<file path="src/rtl/prog_chan_supervisor.sv">
`default_nettype none
// ============================================================================
// Module   : prog_chan_supervisor
// Brief    : Channel-FPGA configuration supervisor: resets and launches the
//            channel programmer, enforces a per-attempt timeout, retries a
//            bounded number of times and reports status and a failure mask.
//            Macro PROG_SUP_TIMER_EN enables the successful-attempt timer.
// Revision : 1.0
// ============================================================================
module prog_chan_supervisor #(
    parameter int TIMEOUT_CYCLES = 50000000,
    parameter int MAX_RETRIES    = 3,
    parameter int RESET_CYCLES   = 16,
    parameter int CNT_W          = 32
) (
    input  logic             clk,
    input  logic             reset,
    input  logic             start_req,
    input  logic             abort_req,
    input  logic             prog_in_progress,
    input  logic [4:0]       prog_done,
    output logic             prog_start,
    output logic             prog_reset,
    output logic             busy,
    output logic             success,
    output logic             fail,
    output logic             aborted,
    output logic [3:0]       attempt,
    output logic [4:0]       fail_mask,
    output logic [CNT_W-1:0] prog_time
);

    localparam logic [2:0] c_IDLE        = 3'd0;
    localparam logic [2:0] c_RESET_PROG  = 3'd1;
    localparam logic [2:0] c_LAUNCH      = 3'd2;
    localparam logic [2:0] c_WAIT_ACTIVE = 3'd3;
    localparam logic [2:0] c_WAIT_DONE   = 3'd4;
    localparam logic [2:0] c_SUCCESS     = 3'd5;
    localparam logic [2:0] c_FAIL        = 3'd6;

    localparam int              c_RST_W        = (RESET_CYCLES > 1) ? $clog2(RESET_CYCLES) : 1;
    localparam logic [c_RST_W-1:0] c_RST_LAST  = c_RST_W'(RESET_CYCLES - 1);
    localparam logic [CNT_W-1:0]   c_TIMEOUT_LAST = CNT_W'(TIMEOUT_CYCLES - 1);

    logic [2:0]         r_state;
    logic [2:0]         w_next_state;
    logic               r_prog_start;
    logic               r_abort_pulse;
    logic [4:0]         r_sync1;
    logic [4:0]         r_done_s;
    logic [c_RST_W-1:0] r_rst_cnt;
    logic [CNT_W-1:0]   r_cnt;
    logic [3:0]         r_attempt;
    logic               r_aborted;
    logic [4:0]         r_fail_mask;

    logic w_busy_state;
    logic w_waiting;
    logic w_timeout;
    logic w_done_ok;
    logic w_can_retry;
    logic w_abort;
    logic w_retry;
    logic w_restart;

    // DONE pins come straight from the channel FPGAs
    always_ff @(posedge clk) begin
        if (reset) begin
            r_sync1  <= '0;
            r_done_s <= '0;
        end else begin
            r_sync1  <= prog_done;
            r_done_s <= r_sync1;
        end
    end

    always_ff @(posedge clk) begin
        if (reset) begin
            r_state       <= c_IDLE;
            r_prog_start  <= 1'b0;
            r_abort_pulse <= 1'b0;
        end else begin
            r_state       <= w_next_state;
            r_prog_start  <= (w_next_state == c_WAIT_ACTIVE) || (w_next_state == c_WAIT_DONE);
            r_abort_pulse <= w_abort;
        end
    end

    always_comb begin
        w_next_state = r_state;
        w_abort      = 1'b0;
        w_retry      = 1'b0;
        w_restart    = 1'b0;
        w_busy_state = (r_state == c_RESET_PROG) || (r_state == c_LAUNCH) ||
                       (r_state == c_WAIT_ACTIVE) || (r_state == c_WAIT_DONE);
        w_waiting    = (r_state == c_WAIT_ACTIVE) || (r_state == c_WAIT_DONE);
        w_timeout    = w_waiting && (r_cnt >= c_TIMEOUT_LAST);
        w_done_ok    = !prog_in_progress && (r_done_s == 5'h1F);
        w_can_retry  = (int'(r_attempt) <= MAX_RETRIES);
        if (w_busy_state && abort_req) begin
            w_next_state = c_FAIL;
            w_abort      = 1'b1;
        end else begin
            case (r_state)
                c_IDLE, c_SUCCESS, c_FAIL: begin
                    if (start_req) begin
                        w_next_state = c_RESET_PROG;
                        w_restart    = 1'b1;
                    end
                end
                c_RESET_PROG: if (r_rst_cnt == c_RST_LAST) w_next_state = c_LAUNCH;
                c_LAUNCH:     w_next_state = c_WAIT_ACTIVE;
                c_WAIT_ACTIVE, c_WAIT_DONE: begin
                    // A completed attempt beats a timeout landing on the same cycle
                    if (r_state == c_WAIT_ACTIVE && prog_in_progress) begin
                        w_next_state = c_WAIT_DONE;
                    end else if (r_state == c_WAIT_DONE && w_done_ok) begin
                        w_next_state = c_SUCCESS;
                    end else if (w_timeout) begin
                        w_next_state = w_can_retry ? c_RESET_PROG : c_FAIL;
                        w_retry      = w_can_retry;
                    end
                end
                default: w_next_state = c_IDLE;
            endcase
        end
    end

    always_comb begin
        prog_start = r_prog_start;
        prog_reset = (r_state == c_RESET_PROG) || r_abort_pulse;
        busy       = w_busy_state;
        success    = (r_state == c_SUCCESS);
        fail       = (r_state == c_FAIL);
        aborted    = r_aborted;
        attempt    = r_attempt;
        fail_mask  = r_fail_mask;
    end

    always_ff @(posedge clk) begin
        if (reset) begin
            r_rst_cnt   <= '0;
            r_cnt       <= '0;
            r_attempt   <= '0;
            r_aborted   <= 1'b0;
            r_fail_mask <= '0;
        end else begin
            if (r_state == c_RESET_PROG && w_next_state == c_RESET_PROG)
                r_rst_cnt <= r_rst_cnt + 1'b1;
            else
                r_rst_cnt <= '0;

            if (r_state == c_LAUNCH)
                r_cnt <= '0;
            else if (w_waiting)
                r_cnt <= r_cnt + 1'b1;

            if (w_restart) begin
                r_attempt   <= 4'd1;
                r_aborted   <= 1'b0;
                r_fail_mask <= '0;
            end else begin
                if (w_retry && r_attempt != 4'hF)
                    r_attempt <= r_attempt + 1'b1;
                if (w_abort)
                    r_aborted <= 1'b1;
                if (w_next_state == c_FAIL && r_state != c_FAIL)
                    r_fail_mask <= ~r_done_s;
            end
        end
    end

`ifdef PROG_SUP_TIMER_EN
    // The timeout counter already counts exactly the cycles since LAUNCH
    logic [CNT_W-1:0] r_prog_time;

    always_ff @(posedge clk) begin
        if (reset)
            r_prog_time <= '0;
        else if (w_restart)
            r_prog_time <= '0;
        else if (w_next_state == c_SUCCESS && r_state != c_SUCCESS)
            r_prog_time <= r_cnt;
    end

    assign prog_time = r_prog_time;
`else
    assign prog_time = '0;
`endif

endmodule
`default_nettype wire

</file>
<file path="config.mk">
export PLATFORM = sky130hd
export DESIGN_NAME = prog_chan_supervisor
export DESIGN_NICKNAME = d
export VERILOG_FILES = /design/src/rtl/prog_chan_supervisor.sv
export SDC_FILE = /design/constraint.sdc
export NUM_CORES = 1
export LEC_CHECK = 0
export CAP_MARGIN = 15
export CORE_MARGIN = 1
export CORE_UTILIZATION = 52
export DETAILED_ROUTE_END_ITERATION = 8
export GPL_ROUTABILITY_DRIVEN = 0
export PLACE_DENSITY = 0.79
export SETUP_SLACK_MARGIN = 0.4
export SLEW_MARGIN = 25
export SYNTH_ARGS = -nofsm -noshare
export SYNTH_HDL_FRONTEND = slang
export SYNTH_SLANG_ARGS = --single-unit
</file>
<file path="constraint.sdc">
create_clock -name clk -period 3.1 [get_ports clk]
set_clock_uncertainty 0.15 [all_clocks]
set_input_delay 0.62 -clock clk [delete_from_list [all_inputs] [get_ports clk]]
set_output_delay 0.62 -clock clk [all_outputs]
set_load 0.02 [all_outputs]
</file>
==> results.toml, run 1 <==
[drt]
route.detailed.drc = 0
drtPass1Iterations = 7
wire_per_inst_microns = 12.1
via_per_inst = 5.11
ant_nets = 0
vias = 2367
wl_mm = 5.61
drtIter0Drc = 86

[power_and_ir_drop]
leakage_nw = 1.36
worst_ir_drop_vdd_mv = 0.407
p_per_area_mw_per_mm2 = 567
power.total_mw = 1.99

[floorplanning]
die_width_microns = 79.1
core_sq_mm = 0.00561
dieArea_sq_mm = 0.00625
io_pins = 57
rows = 27
die_h_microns = 79.1
initial_core_util_pct = 55.1

[critical_path]
path_class = "reg2out"
crit_path_end_kind = "primary output"
crit_fanout = 8
worstSetupStartpointType = "flip-flop"
crit_required_ps = 2330
worstPathArrival_ps = 1900

[placement]
post-dp-hpwl_mm = 3.97
io_buffers = 24
dpl_cell_area_sq_mm = 0.00329
dp.cells = 446
pre_cts_ws_ps = 404

[synthesis]
synth_edf_count = 0
synth_area_sq_mm = 0.00309
async_flop_share_pct = 0
ys.flop_type = "dfxtp_1"
ys_seq_area_share_pct = 39.5
ys_seq_elements = 61
yosysWarningCount = 0
synthDistinctLibCells = 55
netlist_instances = 361
syn_avg_cell_area_sq_um = 8.56

[clock_network]
cts-root-buf = "clkbuf_8"
cts_made_buffers = 9
clk_pin_slew_worst_paths_ps = 70
clk_path_buf_depth = 2
cts_hold_buf = 0
h-tree-depth = 3
clock_latency_ps = 340
cts_tree = "built"
cts.sinks = 61

[timing]
drv_slew = 0
finalSetupViolations = 0
hold_viol = 0
setup_ws_ps = 434
period_share_pct = 86.0
fmax_mhz = 375
tightest_slew_ps = 698
rsz0062_at_grt = "yes"
tns_ps = 0
slew_headroom_pct = 53.3
hold_ws_ps = 289
fin_crit_ps = 2670

[final_layout]
nets = 399
fin_util_pct = 62.4
multi_input_area_sq_mm = 0.00168
postLayoutCellArea_sq_mm = 0.00350
instances_no_fill = 463
area_growth_syn_to_layout_pct = 13.4
nFillCells = 488
seqCellArea_sq_mm = 0.00123
drive_above_1_share_pct = 9.21
final_cell_mix = "dfxtp_1 (58), nor2_1 (41), conb_1 (32)"
n_antenna_cell = 0
final_common_cell = "dfxtp_1"

[grt]
antenna_found_initial = 0
gr-usage-all-layers_pct = 20.0
first_global_vias = 2174
grt_max_degree = 31
overflow = 0
grt_pass1_wl_mm = 9.70

[worst_hold_path]
hp-class = "reg2reg"

[run_status]
status = "completed"

[flow_run]
drv_cap = 0
-- flip-flops by register name, indices dropped and copies added, names as in the netlist --
| name | flops |
|---|---|
| attempt | 4 |
| fail_mask | 5 |
| r_abort_pulse | 1 |
| r_state | 3 |
| r_done_s | 5 |
| r_sync1 | 5 |
| r_rst_cnt | 4 |
| prog_start | 1 |
| aborted | 1 |
| r_cnt | 32 |
-- synthesized netlist by cell type (2+ instances only) --
| cell | count | share of area, % |
|---|---|---|
| dfxtp_1 | 61 | 40 |
| nor2_1 | 41 | 5.0 |
| buf_4 | 32 | 7.8 |
| nand2_1 | 29 | 3.5 |
| xor2_1 | 25 | 7.1 |
| nor2b_1 | 17 | 3.4 |
| nand3_1 | 15 | 2.4 |
| a21oi_1 | 14 | 2.3 |
| clkbuf_1 | 13 | 1.6 |
| o21ai_0 | 10 | 1.6 |
| mux2i_1 | 8 | 2.6 |
| nand4_1 | 8 | 1.6 |
| nor3_1 | 8 | 1.3 |
| xnor2_1 | 8 | 2.3 |
| inv_1 | 7 | 0.85 |
| nand2b_1 | 7 | 1.4 |
| and4_1 | 6 | 1.7 |
| and3_1 | 4 | 0.81 |
| and2_1 | 3 | 0.61 |
| ha_1 | 3 | 1.2 |
| nor4_1 | 3 | 0.61 |
| a21boi_0 | 2 | 0.49 |
| a2bb2oi_1 | 2 | 0.57 |
| buf_1 | 2 | 0.24 |
| nand3b_1 | 2 | 0.49 |
| or3_1 | 2 | 0.40 |
-- final cells by class --
type,count,area share (%)
Clock buffer,10,3.64
Clock inverter,6,1.82
Inverter,7,0.750
Multi-Input combinational cell,277,48.1
Sequential cell,61,35.0
Tap cell,72,2.57
Timing Repair Buffer,30,8.11
-- critical path: stages (launching register included) --
cell             delay [ps]
dfxtp_2                 410
inv_1                   120
nor3_1                  270
or2_2                   170
clkdlybuf4s50_1         600
-- logic make-up (layout without fill, tap and decap cells) --
family,Yosys count,count (layout),synth area share (%)
AO/OA/AOI/OAI,45,45,10.1
XOR/XNOR,33,33,9.36
adder cells (fa/ha/maj),4,4,1.54
buffers and inverters,54,53,10.4
flip-flops,61,61,39.5
multiplexers,9,9,2.96
other,1,32,0.121
AND/OR/NAND/NOR,154,154,25.9
-- what timing repair did --
item                       in CTS  in global routing
setup buffers                   0                  1
setup endpoints to repair       4                 15
resized for setup               5                  2
pin swaps                       0                  1
-- routing by layer --
| layer | global-route usage, % | up-vias | part of all wire [%] |
|---|---|---|---|
| met3 | 6.67 | 6 | 5.4 |
| met4 | 6.91 | 0 | 1.1 |
| met1 | 24.8 | 1086 | 47 |
| met5 | 0 | - | 0 |
| met2 | 32.2 | 68 | 47 |
| li1 | - | 1207 | - |
-- worst paths after layout --
path	from	to	slack (ps)	cells past startpoint
max	r_state[0]$_SDFF_PP0_	prog_reset	430	4
min	r_sync1[0]$_SDFF_PP0_	r_done_s[0]$_SDFF_PP0_	290	1
max reg2reg	r_cnt[7]$_SDFFE_PP0N_	fail_mask[0]$_SDFFE_PP0P_	500	7
min reg2reg	r_sync1[0]$_SDFF_PP0_	r_done_s[0]$_SDFF_PP0_	290	1
-- report_power, final --
group          switching (mW)  internal, mW  total, mW  leakage (nW)
Sequential             0.0418         0.819      0.860         0.496
Combinational           0.262         0.178      0.440         0.773
Clock                   0.317         0.369      0.686        0.0923
Total                   0.620          1.37       1.99          1.36
No activity file was read; power rests on OpenSTA's default activity.
==> run 2, diff against run 1 <==
--- a/config.mk
+++ b/config.mk
@@ -16,3 +16,4 @@
 export SYNTH_ARGS = -nofsm -noshare
 export SYNTH_HDL_FRONTEND = slang
 export SYNTH_SLANG_ARGS = --single-unit
+export TNS_END_PERCENT = 50
==> run 2 against run 1 <==
Compared with the run above:
- design area is 0.75% higher
- combinational power is 2% higher
- first-iteration DRC count is 7.0% higher
- critical path depth stayed put
- total power is 0.41% higher
==> results.toml, run 2 (same netlist as run 1, synthesis figures left out) <==
[run_status]
status = "completed"

[clock_network]
cts_hold_buf = 0
cts_made_buffers = 9
clock_latency_ps = 340
cts.sinks = 61
clk_path_buf_depth = 2
clk_pin_slew_worst_paths_ps = 70
cts_tree = "built"
cts-root-buf = "clkbuf_8"
h-tree-depth = 3

[final_layout]
final_cell_mix = "dfxtp_1 (57), nor2_1 (41), conb_1 (32)"
area_growth_syn_to_layout_pct = 14.2
final_common_cell = "dfxtp_1"
regMostFlops = "r_cnt"
drive_above_1_share_pct = 9.92
fin_util_pct = 62.9
nFillCells = 485
n_antenna_cell = 0
nets = 401
largest_register_ffs = 32

[worst_hold_path]
whs_path_depth = 1
hp-class = "reg2reg"

[timing]
rsz0062_at_grt = "yes"
tns_ps = 0
finalSetupViolations = 0
fin_crit_ps = 2680
drv_slew = 0
hold_viol = 0
tightest_slew_ps = 702
slew_headroom_pct = 53.1
period_share_pct = 86.3
fmax_mhz = 374

[grt]
overflow = 0
first_global_vias = 2173
grt_pass1_wl_mm = 9.72
antenna_found_initial = 0
gr-usage-all-layers_pct = 20.0
grt_max_degree = 31

[power_and_ir_drop]
worst_ir_drop_vdd_mv = 0.407
leakage_nw = 1.38
power.total_mw = 1.99
p_per_area_mw_per_mm2 = 565

[floorplanning]
die_width_microns = 79.1
core_sq_mm = 0.00561
io_pins = 57
die_h_microns = 79.1
rows = 27
initial_core_util_pct = 55.1
dieArea_sq_mm = 0.00625

[drt]
route.detailed.drc = 0
via_per_inst = 5.16
wire_per_inst_microns = 12.1
drtIter0Drc = 92
wl_mm = 5.65
ant_nets = 0
drtPass1Iterations = 5
vias = 2400

[placement]
io_buffers = 24
post-dp-hpwl_mm = 3.97

[critical_path]
cp_slowest_cell = "clkdlybuf4s50_1"
worstRegToRegCells = 8
crit_buf_inv = 2
path_cells = "inv_1 -> nor3_1 -> or2_2 -> clkdlybuf4s50_1"
crit_family = "buffers and inverters"
path_class = "reg2out"
worstPathArrival_ps = 1910
crit_path_end_kind = "primary output"
crit_required_ps = 2330
slowest_delay_ps = 590
path_depth = 4
worstSetupStartpointType = "flip-flop"
crit_fanout = 8

[flow_run]
drv_cap = 0
-- run 2: power breakdown --
| group | switching, mW | leakage, nW | internal (mW) | total, mW |
|---|---|---|---|---|
| clock network | 0.318 | 0.0923 | 0.369 | 0.688 |
| registers | 0.0420 | 0.496 | 0.818 | 0.860 |
| logic | 0.263 | 0.793 | 0.184 | 0.447 |
-- run 2: through the flow --
step           area [sq um]  std cells  hold WS [ps]  setup slack [ps]
2_1_floorplan          3210        392           264               616
3_3_place_gp           3280        446           266               461
3_5_place_dp           3290        446           277               404
4_1_cts                3480        462           294               398
5_1_grt                3530        465           315               331
6_report               3530        465           291               425
-- run 2: layer usage --
| metal | routed length [microns] | global-route usage (%) | part of all wire, % |
|---|---|---|---|
| met5 | 0 | 0 | 0 |
| met4 | 78 | 6.91 | 1.4 |
| met3 | 286 | 6.67 | 5.1 |
| met2 | 2660 | 32.3 | 47 |
| met1 | 2630 | 24.7 | 46 |
-- run 2: path summary, 6_finish.rpt --
path | from | endpoint | slack (ps)
max | r_state[0]$_SDFF_PP0_ | prog_reset | 420
min | r_sync1[0]$_SDFF_PP0_ | r_done_s[0]$_SDFF_PP0_ | 290
max reg2reg | r_cnt[7]$_SDFFE_PP0N_ | fail_mask[1]$_SDFFE_PP0P_ | 500
min reg2reg | r_sync1[0]$_SDFF_PP0_ | r_done_s[0]$_SDFF_PP0_ | 290
-- run 2: repair_timing --
action                     in CTS  in global routing
setup buffers                   0                  3
hold endpoints to repair        0                  0
pin swaps                       0                  1
resized for setup               3                  5
setup endpoints to repair       4                 13
-- run 2: area by class of cell --
class	instances	area, sq um	area share (%)
clock buffers	10	128	3.62
multi-input cells	277	1690	47.9
repair buffers	32	303	8.58
inverters	7	26.3	0.745
flip-flops and latches	61	1230	34.8
clock inverters	6	63.8	1.81
well taps	72	90.1	2.55
-- run 2: worst reg2reg max path, cell delays in order, from the launching register on --
cell      delay (ps)
dfxtp_2          340
or4_1            510
a311o_1          370
a311oi_4         290
buf_4            190
mux2i_4          240
o21ai_2           70
nand2_2          160
mux2i_1          210
